==> src/rtl/nib_seq_mul_ctrl.sv <==
// nib_seq_mul_ctrl
// ----------------
// Sequential control and accumulate stage of the nibble-serial 8x8
// multiplier. The block steers the select lines of two external nibble
// muxes and forms one NIB_W x NIB_W partial product per cycle. It
// shift-accumulates the four partial products into a 4*NIB_W result.
//
// Ports
//   clk        in   system clock, rising edge
//   rst_n      in   asynchronous active-low reset
//   start      in   request a multiply; sampled only in IDLE
//   a_nib      in   NIB_W nibble from the operand-A mux (combinational in a_sel)
//   b_nib      in   NIB_W nibble from the operand-B mux (combinational in b_sel)
//   a_sel      out  A mux select, 0 = low nibble, 1 = high nibble
//   b_sel      out  B mux select, 0 = low nibble, 1 = high nibble
//   busy       out  high while a multiply is in progress (MUL state)
//   done       out  one-cycle pulse in the cycle the new product is visible
//   product    out  registered result, held until the next completion
//   state_dbg  out  current FSM state encoding (0 IDLE, 1 MUL, 2 DONE)
//
// Handshake: start is a request that is honoured only on an edge where the
// block is IDLE. It is ignored while busy or done is high, and it is never
// queued. After an accepted start, busy is high for exactly four cycles.
// done then pulses for one cycle together with the updated product. If
// start is held high, a new operation is accepted every six cycles.
module nib_seq_mul_ctrl #(
  parameter int NIB_W = 4
) (
  input  logic               clk,
  input  logic               rst_n,
  input  logic               start,
  input  logic [NIB_W-1:0]   a_nib,
  input  logic [NIB_W-1:0]   b_nib,
  output logic               a_sel,
  output logic               b_sel,
  output logic               busy,
  output logic               done,
  output logic [4*NIB_W-1:0] product,
  output logic [1:0]         state_dbg
);

  localparam int PW = 4 * NIB_W;
  localparam int OW = 2 * NIB_W;

  typedef enum logic [1:0] {
    S_IDLE = 2'd0,
    S_MUL  = 2'd1,
    S_DONE = 2'd2
  } state_e;

  state_e          state_q, state_d;
  logic [1:0]      step_q, step_d;
  logic [PW-1:0]   acc_q, acc_d;
  logic [PW-1:0]   prod_q, prod_d;

  logic [OW-1:0]   pp;
  logic [PW-1:0]   pp_ext;
  logic [PW-1:0]   term;
  logic [PW-1:0]   sum;

  // Partial product of the nibbles currently presented by the muxes.
  // The shift is NIB_W times the number of high nibbles selected.
  // Because the selects are step[0] and step[1], the shift is decoded from step.
  always_comb begin
    pp     = {{NIB_W{1'b0}}, a_nib} * {{NIB_W{1'b0}}, b_nib};
    pp_ext = {{(PW-OW){1'b0}}, pp};
    case (step_q)
      2'd0:    term = pp_ext;
      2'd3:    term = pp_ext << (2 * NIB_W);
      default: term = pp_ext << NIB_W;
    endcase
    sum = acc_q + term;
  end

  always_comb begin
    state_d = state_q;
    step_d  = step_q;
    acc_d   = acc_q;
    prod_d  = prod_q;
    case (state_q)
      S_IDLE: begin
        if (start) begin
          acc_d   = '0;
          step_d  = 2'd0;
          state_d = S_MUL;
        end
      end
      S_MUL: begin
        acc_d = sum;
        if (step_q == 2'd3) begin
          // Take the combinational sum so the final term is included.
          prod_d  = sum;
          step_d  = 2'd0;
          state_d = S_DONE;
        end else begin
          step_d = step_q + 2'd1;
        end
      end
      S_DONE: begin
        state_d = S_IDLE;
      end
      default: begin
        state_d = S_IDLE;
        step_d  = 2'd0;
      end
    endcase
  end

  always_ff @(posedge clk or negedge rst_n) begin
    if (!rst_n) begin
      state_q <= S_IDLE;
      step_q  <= 2'd0;
      acc_q   <= '0;
      prod_q  <= '0;
    end else begin
      state_q <= state_d;
      step_q  <= step_d;
      acc_q   <= acc_d;
      prod_q  <= prod_d;
    end
  end

  // step is 0 in both IDLE and DONE, so both selects are 0 in those states.
  assign a_sel     = step_q[0];
  assign b_sel     = step_q[1];
  assign busy      = (state_q == S_MUL);
  assign done      = (state_q == S_DONE);
  assign product   = prod_q;
  assign state_dbg = state_q;

endmodule

==> config.mk <==
export PLATFORM = sky130hd
export DESIGN_NAME = nib_seq_mul_ctrl
export DESIGN_NICKNAME = d
export VERILOG_FILES = /design/src/rtl/nib_seq_mul_ctrl.sv
export SDC_FILE = /design/constraint.sdc
export NUM_CORES = 1
export LEC_CHECK = 0
export CAP_MARGIN = 20
export CORE_UTILIZATION = 55
export DETAILED_ROUTE_END_ITERATION = 7
export DONT_BUFFER_PORTS = 1
export PLACE_DENSITY = 0.7
export SYNTH_ARGS = -nofsm -noshare
export SYNTH_HDL_FRONTEND = slang
export SYNTH_SLANG_ARGS = --single-unit
==> constraint.sdc <==
create_clock -name clk -period 3.8 [get_ports clk]
set_input_delay 0.38 -clock clk [delete_from_list [all_inputs] [get_ports clk]]
set_output_delay 0.38 -clock clk [all_outputs]
set_load 0.02 [all_outputs]
==> flow_summary.toml, run 1 <==
[cts]
clk_transition_reported_paths_ns = 0.07
cts_tree = "built"
cts_inserted_buffers = 5
clockRootBuffer = "clkbuf_8"
htree_levels = 2
cts_sinks = 36
cts_buffer_depth = 2
clk_latency_ns = 0.29

[critical_path]
path_delay_family = "adder cells"
required_ns = 3.97
max_stage_delay_ns = 0.55
slowest_stage = "fa_2"
cp_common_cell = "nor2_1"
crit_buf_inv = 2
startpoint_type = "input port"
cp_max_fo = 4
path_cells = "nand2_8 -> fa_1 -> inv_2 -> fa_2 -> ha_4 -> buf_6 -> a211oi_2 -> nor2_1 -> o21a_1 -> nor2_1 -> xnor2_1 -> nand2_1 -> o21ai_2 -> ha_1 -> a21o_1 -> a21oi_2 -> or3b_1 -> o221ai_2 -> xnor2_2 -> mux2_4"
cp-end-kind = "flop"
crit_type = "in -> reg"
arrival_ns = 4.32

[synth]
yosys_warnings = 0
syn_nets = 331
synth_edf_count = 0
synth_area_sq_um = 2655
async_reset_ff_share_pct = 100.0
synthCells = 286
yosysSeqAreaShare_pct = 33.93
ys.flop_type = "dfrtp_1"
avgSynthCellArea_sq_um = 9.283
synth-seq-cells = 36
synth_cell_types = 46

[finish]
drive_gt1_share_pct = 33.14
syn_to_final_growth_pct = 32.71
fin_nets = 391
fin_area_sq_um = 3523
final_cell_mix = "buf_4 (52), dfrtp_1 (36), nand2_1 (35)"
antennaDiodeCount = 0
fin_cells = 399
final_common_cell = "buf_4"

[pwr]
ir_drop_mv = 0.6835
combPwrFrac_pct = 65.2
seqPwrFrac_pct = 25.5
p_int_mw = 1.682
pwr-share-clk_pct = 9.3
leakage_nw = 1.721
power.switching_mw = 1.399
power.density_nw_per_um2 = 874.3
p_sw_share_pct = 45.40

[global_routing]
grt.overflow.total = 0
grt_max_degree = 37
gr-usage-all-layers_pct = 29.32
grt_pass1_vias = 2427
grt_pass1_wl_microns = 11340
antenna_found_initial = 0

[placed_design]
port_buffers = 0
placedCellCount = 375
dpl_cell_area_sq_um = 3084
hpwlAfterDp_microns = 4778
gp_congestion = 0.9047

[timing]
maxSlewViolCount = 0
fin_crit_ns = 4.143
hold_violations = 0
setup_ws_ns = -0.3430
rsz0062_at_grt = "true"
finClkSkew_ns = 0.007246
setup_viol = 14
max_freq_ghz = 0.2414
tightest_slew_ns = 0.5836
relSlewSlack_pct = 61.05
period_share_pct = 109.0

[routing]
vias = 2326
drt_first_pass_iters = 4
ant_nets = 0
drc = 0
routed_via_density = 5.830
first_iter_violations = 93
wirelength_microns = 6879
wire_per_inst_microns = 17.24

[floorplanning]
initial_core_util_pct = 58.94
pin_count = 33
rows = 24
coreArea_sq_um = 4504
die-area_sq_um = 5109
fp.dieW_microns = 71.48
die_y_microns = 71.48

[min_path]
min-delay-path-class = "in -> reg"

[run]
maxCapViolCount = 0

[outcome]
violations = "negative setup slack"
status = "complete, but fails checks"
[metal layers]
layer | global-route usage, % | vias up | wire length (microns)
met5 | 0 | - | 0
met4 | 11.76 | 0 | 199
met3 | 5.626 | 15 | 308
met2 | 50.16 | 59 | 3355
met1 | 36.70 | 1117 | 3016
li1 | - | 1135 | -
[cells by family after synthesis]
logic type | share of synthesized area, %
compound gates | 21.16
xor+xnor | 4.948
fa+ha+maj | 17.44
buf+inv | 2.827
flops | 33.93
mux | 3.346
simple gates | 16.35
[state kept, by name (all words and copies together), names as in the netlist]
register   cells
acc_q         16
state_dbg      2
product       16
step_q         2
[path summary, 6_finish.rpt]
check | startpoint | to | slack [ns] | cells past startpoint
worst max-delay path | a_nib[2] | product[14] | -0.34 | 20
worst min-delay path | start | state_dbg[0] | 0.26 | 2
worst min register to register | acc_q[2] | acc_q[2] | 0.50 | 2
worst max register to register | step_q[1] | product[12] | 0.39 | 12
min in group asynchronous | rst_n | state_dbg[1] | 0.58 | 2
max in group asynchronous | rst_n | acc_q[9] | 3.03 | 2
[metrics by stage]
step                      TNS [ns]  power (mW)  utilization (%)  hold slack (ns)  worst slack, ns
after global placement      -8.081       2.400            68.47          0.08507          -0.6612
after floorplan             -1.837       1.865                -          0.08441          -0.3067
final                       -2.508       3.081            78.22           0.2607          -0.3430
after global routing        -5.002       3.311            78.22           0.2745          -0.4993
after detailed placement    -8.459       2.441            68.47          0.08518          -0.6885
after CTS                   -2.183       2.919            75.64           0.2619          -0.3155
[Yosys cell counts, types with 2 or more instances]
| master | instances | area (sq um) |
|---|---|---|
| o22ai_1 | 2 | 12.51 |
| nand3_1 | 4 | 20.02 |
| mux2_2 | 7 | 78.83 |
| a21oi_1 | 15 | 75.07 |
| nor3_1 | 2 | 10.01 |
| and2_1 | 15 | 93.84 |
| a211o_1 | 2 | 17.52 |
| a31oi_1 | 3 | 18.77 |
| inv_1 | 15 | 56.30 |
| xor2_1 | 6 | 52.55 |
| nand2_1 | 39 | 146.4 |
| o211ai_1 | 3 | 22.52 |
| nand4_1 | 3 | 18.77 |
| a22o_2 | 2 | 20.02 |
| xnor2_1 | 9 | 78.83 |
| a22o_1 | 8 | 70.07 |
| nor2_1 | 14 | 52.55 |
| o21a_1 | 3 | 22.52 |
| fa_1 | 5 | 100.1 |
| or3_1 | 3 | 18.77 |
| dfrtp_1 | 36 | 900.9 |
| ha_1 | 29 | 362.9 |
| a21o_1 | 9 | 67.56 |
| o21ai_0 | 25 | 125.1 |
| a211oi_1 | 3 | 22.52 |
| clkbuf_1 | 4 | 15.01 |
[cell type report]
| cell class | instances | area [sq um] |
|---|---|---|
| clock buffers | 7 | 86.33 |
| repair buffers | 57 | 454.2 |
| well taps | 52 | 65.06 |
| multi-input cells | 230 | 1949 |
| fillers | 311 | 980.9 |
| clock inverters | 1 | 7.507 |
| inverters | 16 | 60.06 |
| flip-flops and latches | 36 | 900.9 |
[power groups by stage]
stage               clock network, mW  logic, mW  registers (mW)
finish                          0.286       2.01           0.787
global route                    0.307       2.19           0.810
CTS                             0.290       1.84           0.786
detailed placement                  0       1.65           0.789
global placement                    0       1.62           0.785
floorplan                           0       1.10           0.764
[what timing repair did]
action,in CTS,in global routing
hold endpoints to repair,36,0
pin swaps,18,20
hold buffers,2,0
gates resized for setup,18,22
endpoints found under the setup margin,13,20
setup buffers,14,2
No activity file was read; power rests on OpenSTA's default activity.
==> run 2, diff against run 1 <==
--- a/config.mk
+++ b/config.mk
@@ -7,6 +7,7 @@
 export LEC_CHECK = 0
 export CAP_MARGIN = 20
 export CORE_UTILIZATION = 55
+export CTS_BUF_LIST = sky130_fd_sc_hd__clkbuf_16
 export DETAILED_ROUTE_END_ITERATION = 7
 export DONT_BUFFER_PORTS = 1
 export PLACE_DENSITY = 0.7
==> flow_summary.toml, run 2 (synthesis results as in run 1) <==
[outcome]
status = "complete, but fails checks"
violations = "negative setup slack"

[global_routing]
grt_pass1_vias = 2482
antenna_found_initial = 0
grt_max_degree = 37
gr-usage-all-layers_pct = 30.37
grt.overflow.total = 0
grt_pass1_wl_microns = 11770

[critical_path]
reg2reg_depth = 12
required_ns = 3.96
cp_common_cell = "nor2_1"
cp-end-kind = "flop"
rr_startpoint = "step_q[1]"
crit_type = "in -> reg"
max_stage_delay_ns = 0.57
arrival_ns = 4.40
slowest_stage = "fa_2"
cp_max_fo = 4
path_cells = "nand2_8 -> fa_1 -> inv_2 -> fa_2 -> ha_4 -> buf_6 -> a211oi_2 -> nor2_1 -> o21a_1 -> nor2_1 -> xnor2_1 -> nand2_1 -> o21ai_2 -> ha_1 -> a21o_1 -> a21oi_2 -> or3b_1 -> o221ai_2 -> xnor2_2 -> mux2_4"
startpoint_type = "input port"
reg2reg_slack_ns = 0.39
r2r-end = "product[12]"

[cts]
cts_buffer_depth = 2
clk_transition_reported_paths_ns = 0.05
clockRootBuffer = "clkbuf_16"
cts_sinks = 36
clk_latency_ns = 0.28
cts_inserted_buffers = 5
cts_tree = "built"
htree_levels = 2

[finish]
final_cell_mix = "buf_4 (58), dfrtp_1 (36), nand2_1 (35)"
antennaDiodeCount = 0
fin_nets = 396
fin_area_sq_um = 3611
drive_gt1_share_pct = 34.38
seq_area_sq_um = 900.9
final_common_cell = "buf_4"
nFillCells = 301
multi_input_area_sq_um = 1957
utilization_pct = 80.17
syn_to_final_growth_pct = 36.00

[routing]
drc = 0
ant_nets = 0
wirelength_microns = 7231
first_iter_violations = 92
routed_via_density = 5.936
vias = 2398
wire_per_inst_microns = 17.90
drt_first_pass_iters = 4

[floorplanning]
die_y_microns = 71.48
pin_count = 33
die-area_sq_um = 5109
rows = 24
coreArea_sq_um = 4504
fp.dieW_microns = 71.48
initial_core_util_pct = 58.94

[timing]
max_freq_ghz = 0.2356
tightest_slew_ns = 0.5908
relSlewSlack_pct = 60.57
period_share_pct = 111.7
setup_viol = 18
maxSlewViolCount = 0
rsz0062_at_grt = "true"
fin_crit_ns = 4.245
hold_violations = 0
finClkSkew_ns = 0.004813
setup_ws_ns = -0.4446
hold_slack_ns = 0.2754

[min_path]
min-delay-path-class = "in -> reg"
hold_depth = 2
holdPathEnd = "state_dbg[0]"
hp-start = "start"

[pwr]
leakage_nw = 1.766
total_power_mw = 3.237
power.density_nw_per_um2 = 896.5
ir_drop_mv = 0.6785

[placed_design]
hpwlAfterDp_microns = 4778
port_buffers = 0
dpl_cell_area_sq_um = 3084
gp_congestion = 0.9047
dp_worst_setup_slack_ns = -0.6885

[run]
maxCapViolCount = 0
run 2: final cells by class:
| class | instances | area share (%) |
|---|---|---|
| Timing Repair Buffer | 62 | 13.51 |
| Inverter | 16 | 1.663 |
| Multi-Input combinational cell | 230 | 54.19 |
| Tap cell | 52 | 1.802 |
| Sequential cell | 36 | 24.95 |
| Clock inverter | 3 | 0.4158 |
| Clock buffer | 5 | 3.465 |
run 2: timing repair:
item	in CTS	in global routing
hold endpoints to repair	36	0
resized for setup	21	20
buffers inserted	17	3
pin swaps	18	19
hold buffers	2	0
endpoints found under the setup margin	14	22
gates cloned	0	0
run 2: through the flow:
stage | cells | TNS [ns]
2_1_floorplan | 286 | -1.837
3_3_place_gp | 375 | -8.081
3_5_place_dp | 375 | -8.459
4_1_cts | 402 | -2.709
5_1_grt | 404 | -6.961
6_report | 404 | -4.165
run 2: worst max-delay path by stage:
stage               startpoint           to  slack (ns)
detailed placement    a_nib[1]    acc_q[15]       -0.69
finish                b_nib[1]  product[14]       -0.44
global placement      b_nib[1]    acc_q[15]       -0.66
floorplan             b_nib[1]  product[14]       -0.31
CTS                   b_nib[1]    acc_q[15]       -0.34
global route          b_nib[1]  product[14]       -0.60
run 2: routing by layer:
layer	share of wire, %	global-route usage (%)
met5	0	0
met4	3.2	10.68
met1	43	37.31
met3	3.7	5.345
met2	50	53.86
run 2: worst max-delay path, delay by kind of cell:
kind	cells	cell delay, ns
adders and majority gates	4	1.60
AOI/OAI and AO/OA	6	1.03
and+or+nand+nor	5	0.73
xor gates and xnor gates	2	0.27
muxes	1	0.26
buffers and inverters	2	0.15
run 2: report_power, final:
group          internal, mW  switching, mW  total, mW
Combinational          1.01           1.05       2.06
Sequential            0.556          0.235      0.791
Clock                 0.238          0.153      0.391
Total                  1.80           1.44       3.24
==> run 3, diff against run 2 <==
--- a/config.mk
+++ b/config.mk
@@ -6,11 +6,11 @@
 export NUM_CORES = 1
 export LEC_CHECK = 0
 export CAP_MARGIN = 20
-export CORE_UTILIZATION = 55
+export CORE_UTILIZATION = 32
 export CTS_BUF_LIST = sky130_fd_sc_hd__clkbuf_16
+export CTS_CLUSTER_DIAMETER = 200
 export DETAILED_ROUTE_END_ITERATION = 7
 export DONT_BUFFER_PORTS = 1
-export PLACE_DENSITY = 0.7
 export SYNTH_ARGS = -nofsm -noshare
 export SYNTH_HDL_FRONTEND = slang
 export SYNTH_SLANG_ARGS = --single-unit
==> flow_summary.toml, run 3 (synthesis results as in run 1) <==
[cts]
cts_buffer_depth = 2
clk_latency_ns = 0.29
htree_levels = 2
clk_transition_reported_paths_ns = 0.06
clockRootBuffer = "clkbuf_16"
cts_sinks = 36
cts_inserted_buffers = 5
cts_tree = "built"

[floorplanning]
die-area_sq_um = 8665
fp.dieW_microns = 93.09
initial_core_util_pct = 33.66
rows = 32
die_y_microns = 93.09
coreArea_sq_um = 7888
pin_count = 33

[routing]
first_iter_violations = 73
routed_via_density = 5.184
wirelength_microns = 7209
drc = 0
drt_first_pass_iters = 4
ant_nets = 0
wire_per_inst_microns = 15.98
vias = 2338

[pwr]
pwr-share-clk_pct = 13.6
combPwrFrac_pct = 64.0
ir_drop_mv = 0.3304
p_int_mw = 1.960
seqPwrFrac_pct = 22.4
p_sw_share_pct = 43.49
power.switching_mw = 1.508
leakage_nw = 1.806
total_power_mw = 3.467
power.density_nw_per_um2 = 915.5

[critical_path]
startpoint_type = "input port"
cp_max_fo = 4
slowest_stage = "fa_2"
required_ns = 4.00
max_stage_delay_ns = 0.56
arrival_ns = 4.20
cp-end-kind = "flop"
crit_type = "in -> reg"
cp_common_cell = "fa_2"
path_cells = "nand2_8 -> fa_1 -> inv_1 -> fa_2 -> inv_2 -> fa_2 -> buf_6 -> xor2_4 -> o22ai_2 -> ha_1 -> buf_4 -> and2_4 -> nand4_1 -> a21o_1 -> a211oi_2 -> nor3_2 -> or3_1 -> o211ai_1"

[global_routing]
gr-usage-all-layers_pct = 17.37
grt.overflow.total = 0
antenna_found_initial = 0
grt_pass1_vias = 2403
grt_pass1_wl_microns = 11740
grt_max_degree = 37

[placed_design]
gp_congestion = 0.7979
port_buffers = 0
hpwlAfterDp_microns = 4958

[timing]
tightest_slew_ns = 0.5745
period_share_pct = 105.2
setup_ws_ns = -0.1975
relSlewSlack_pct = 61.47
max_freq_ghz = 0.2502
maxSlewViolCount = 0
hold_slack_ns = 0.2701
setup_viol = 12
fin_crit_ns = 3.997
hold_violations = 0
rsz0062_at_grt = "true"
finClkSkew_ns = 0.002759

[finish]
final_cell_mix = "buf_4 (52), dfrtp_1 (36), nand2_1 (34)"
syn_to_final_growth_pct = 42.65
drive_gt1_share_pct = 37.54
final_common_cell = "buf_4"
fin_nets = 393
antennaDiodeCount = 0

[min_path]
min-delay-path-class = "in -> reg"

[run]
maxCapViolCount = 0

[outcome]
violations = "negative setup slack"
status = "complete, but fails checks"
## run 3: cell count changes in the layout (fill, tap and decap cells not counted), moves of 2 or more
| cell | before | now |
|---|---|---|
| o21ai_2 | 2 | 5 |
| a21oi_1 | 8 | 6 |
| xnor2_2 | 2 | 4 |
| o21ai_1 | 6 | 10 |
| buf_6 | 2 | 5 |
| o21ai_0 | 17 | 11 |
| xnor2_1 | 6 | 4 |
| buf_4 | 58 | 52 |
## run 3: stage by stage
stage | worst slack (ns) | instance area [sq um] | util, % | instances | setup TNS (ns)
2_1_floorplan | -0.3067 | 2726 | - | 286 | -1.837
3_3_place_gp | -0.6071 | 3192 | 40.47 | 431 | -7.560
3_5_place_dp | -0.5996 | 3192 | 40.47 | 431 | -7.250
4_1_cts | -0.2081 | 3603 | 45.69 | 450 | -1.313
5_1_grt | -0.3323 | 3787 | 48.02 | 451 | -3.110
6_report | -0.1975 | 3787 | 48.02 | 451 | -1.309
## run 3: final timing paths
| check | to | depth (start not counted) | start | slack (ns) |
|---|---|---|---|---|
| hold / removal | state_dbg[0] | 2 | start | 0.27 |
| setup reg to reg | product[12] | 12 | step_q[0] | 0.51 |
| setup / recovery | acc_q[15] | 18 | b_nib[2] | -0.20 |
| hold reg to reg | acc_q[3] | 2 | acc_q[3] | 0.49 |
| max in group asynchronous | acc_q[11] | 2 | rst_n | 3.05 |
| min in group asynchronous | product[10] | 2 | rst_n | 0.56 |
## run 3: layer usage
layer  track usage (%)  vias to the layer above  routed length [microns]
met4             4.231                        0                       44
met5                 0                        -                        0
met2             29.04                       48                     3504
met3             4.878                        4                      357
met1             22.08                     1140                     3303
li1                  -                     1146                        -
## run 3: timing repair
action / 4_1_cts / 5_1_grt
pin swaps: 28 / 39
endpoints found under the hold margin: 36 / 0
gates resized for setup: 27 / 41
setup endpoints to repair: 13 / 18
setup buffers: 9 / 3
hold buffers: 2 / 0
## run 3: critical path, delay by kind of cell
kind	cells	cell delay, ns
xor+xnor	1	0.19
compound gates	4	0.79
simple gates	5	0.67
fa+ha+maj	4	1.79
buf+inv	4	0.35
## run 3: cell type report
| cell class | instances | area (sq um) |
|---|---|---|
| multi-input combinational | 230 | 2058 |
| clock inverter | 3 | 38.79 |
| inverter | 16 | 60.06 |
| sequential | 36 | 900.9 |
| tap | 102 | 127.6 |
| timing repair buffer | 59 | 476.7 |
| clock buffer | 5 | 125.1 |
| fill | 720 | 4100 |
## run 3: power groups by stage
stage	Combinational [mW]	Clock [mW]	Sequential [mW]
after global routing	2.41	0.502	0.803
after detailed placement	1.72	0	0.781
after CTS	1.98	0.479	0.781
final	2.22	0.471	0.778
after global placement	1.70	0	0.775
after floorplan	1.10	0	0.764
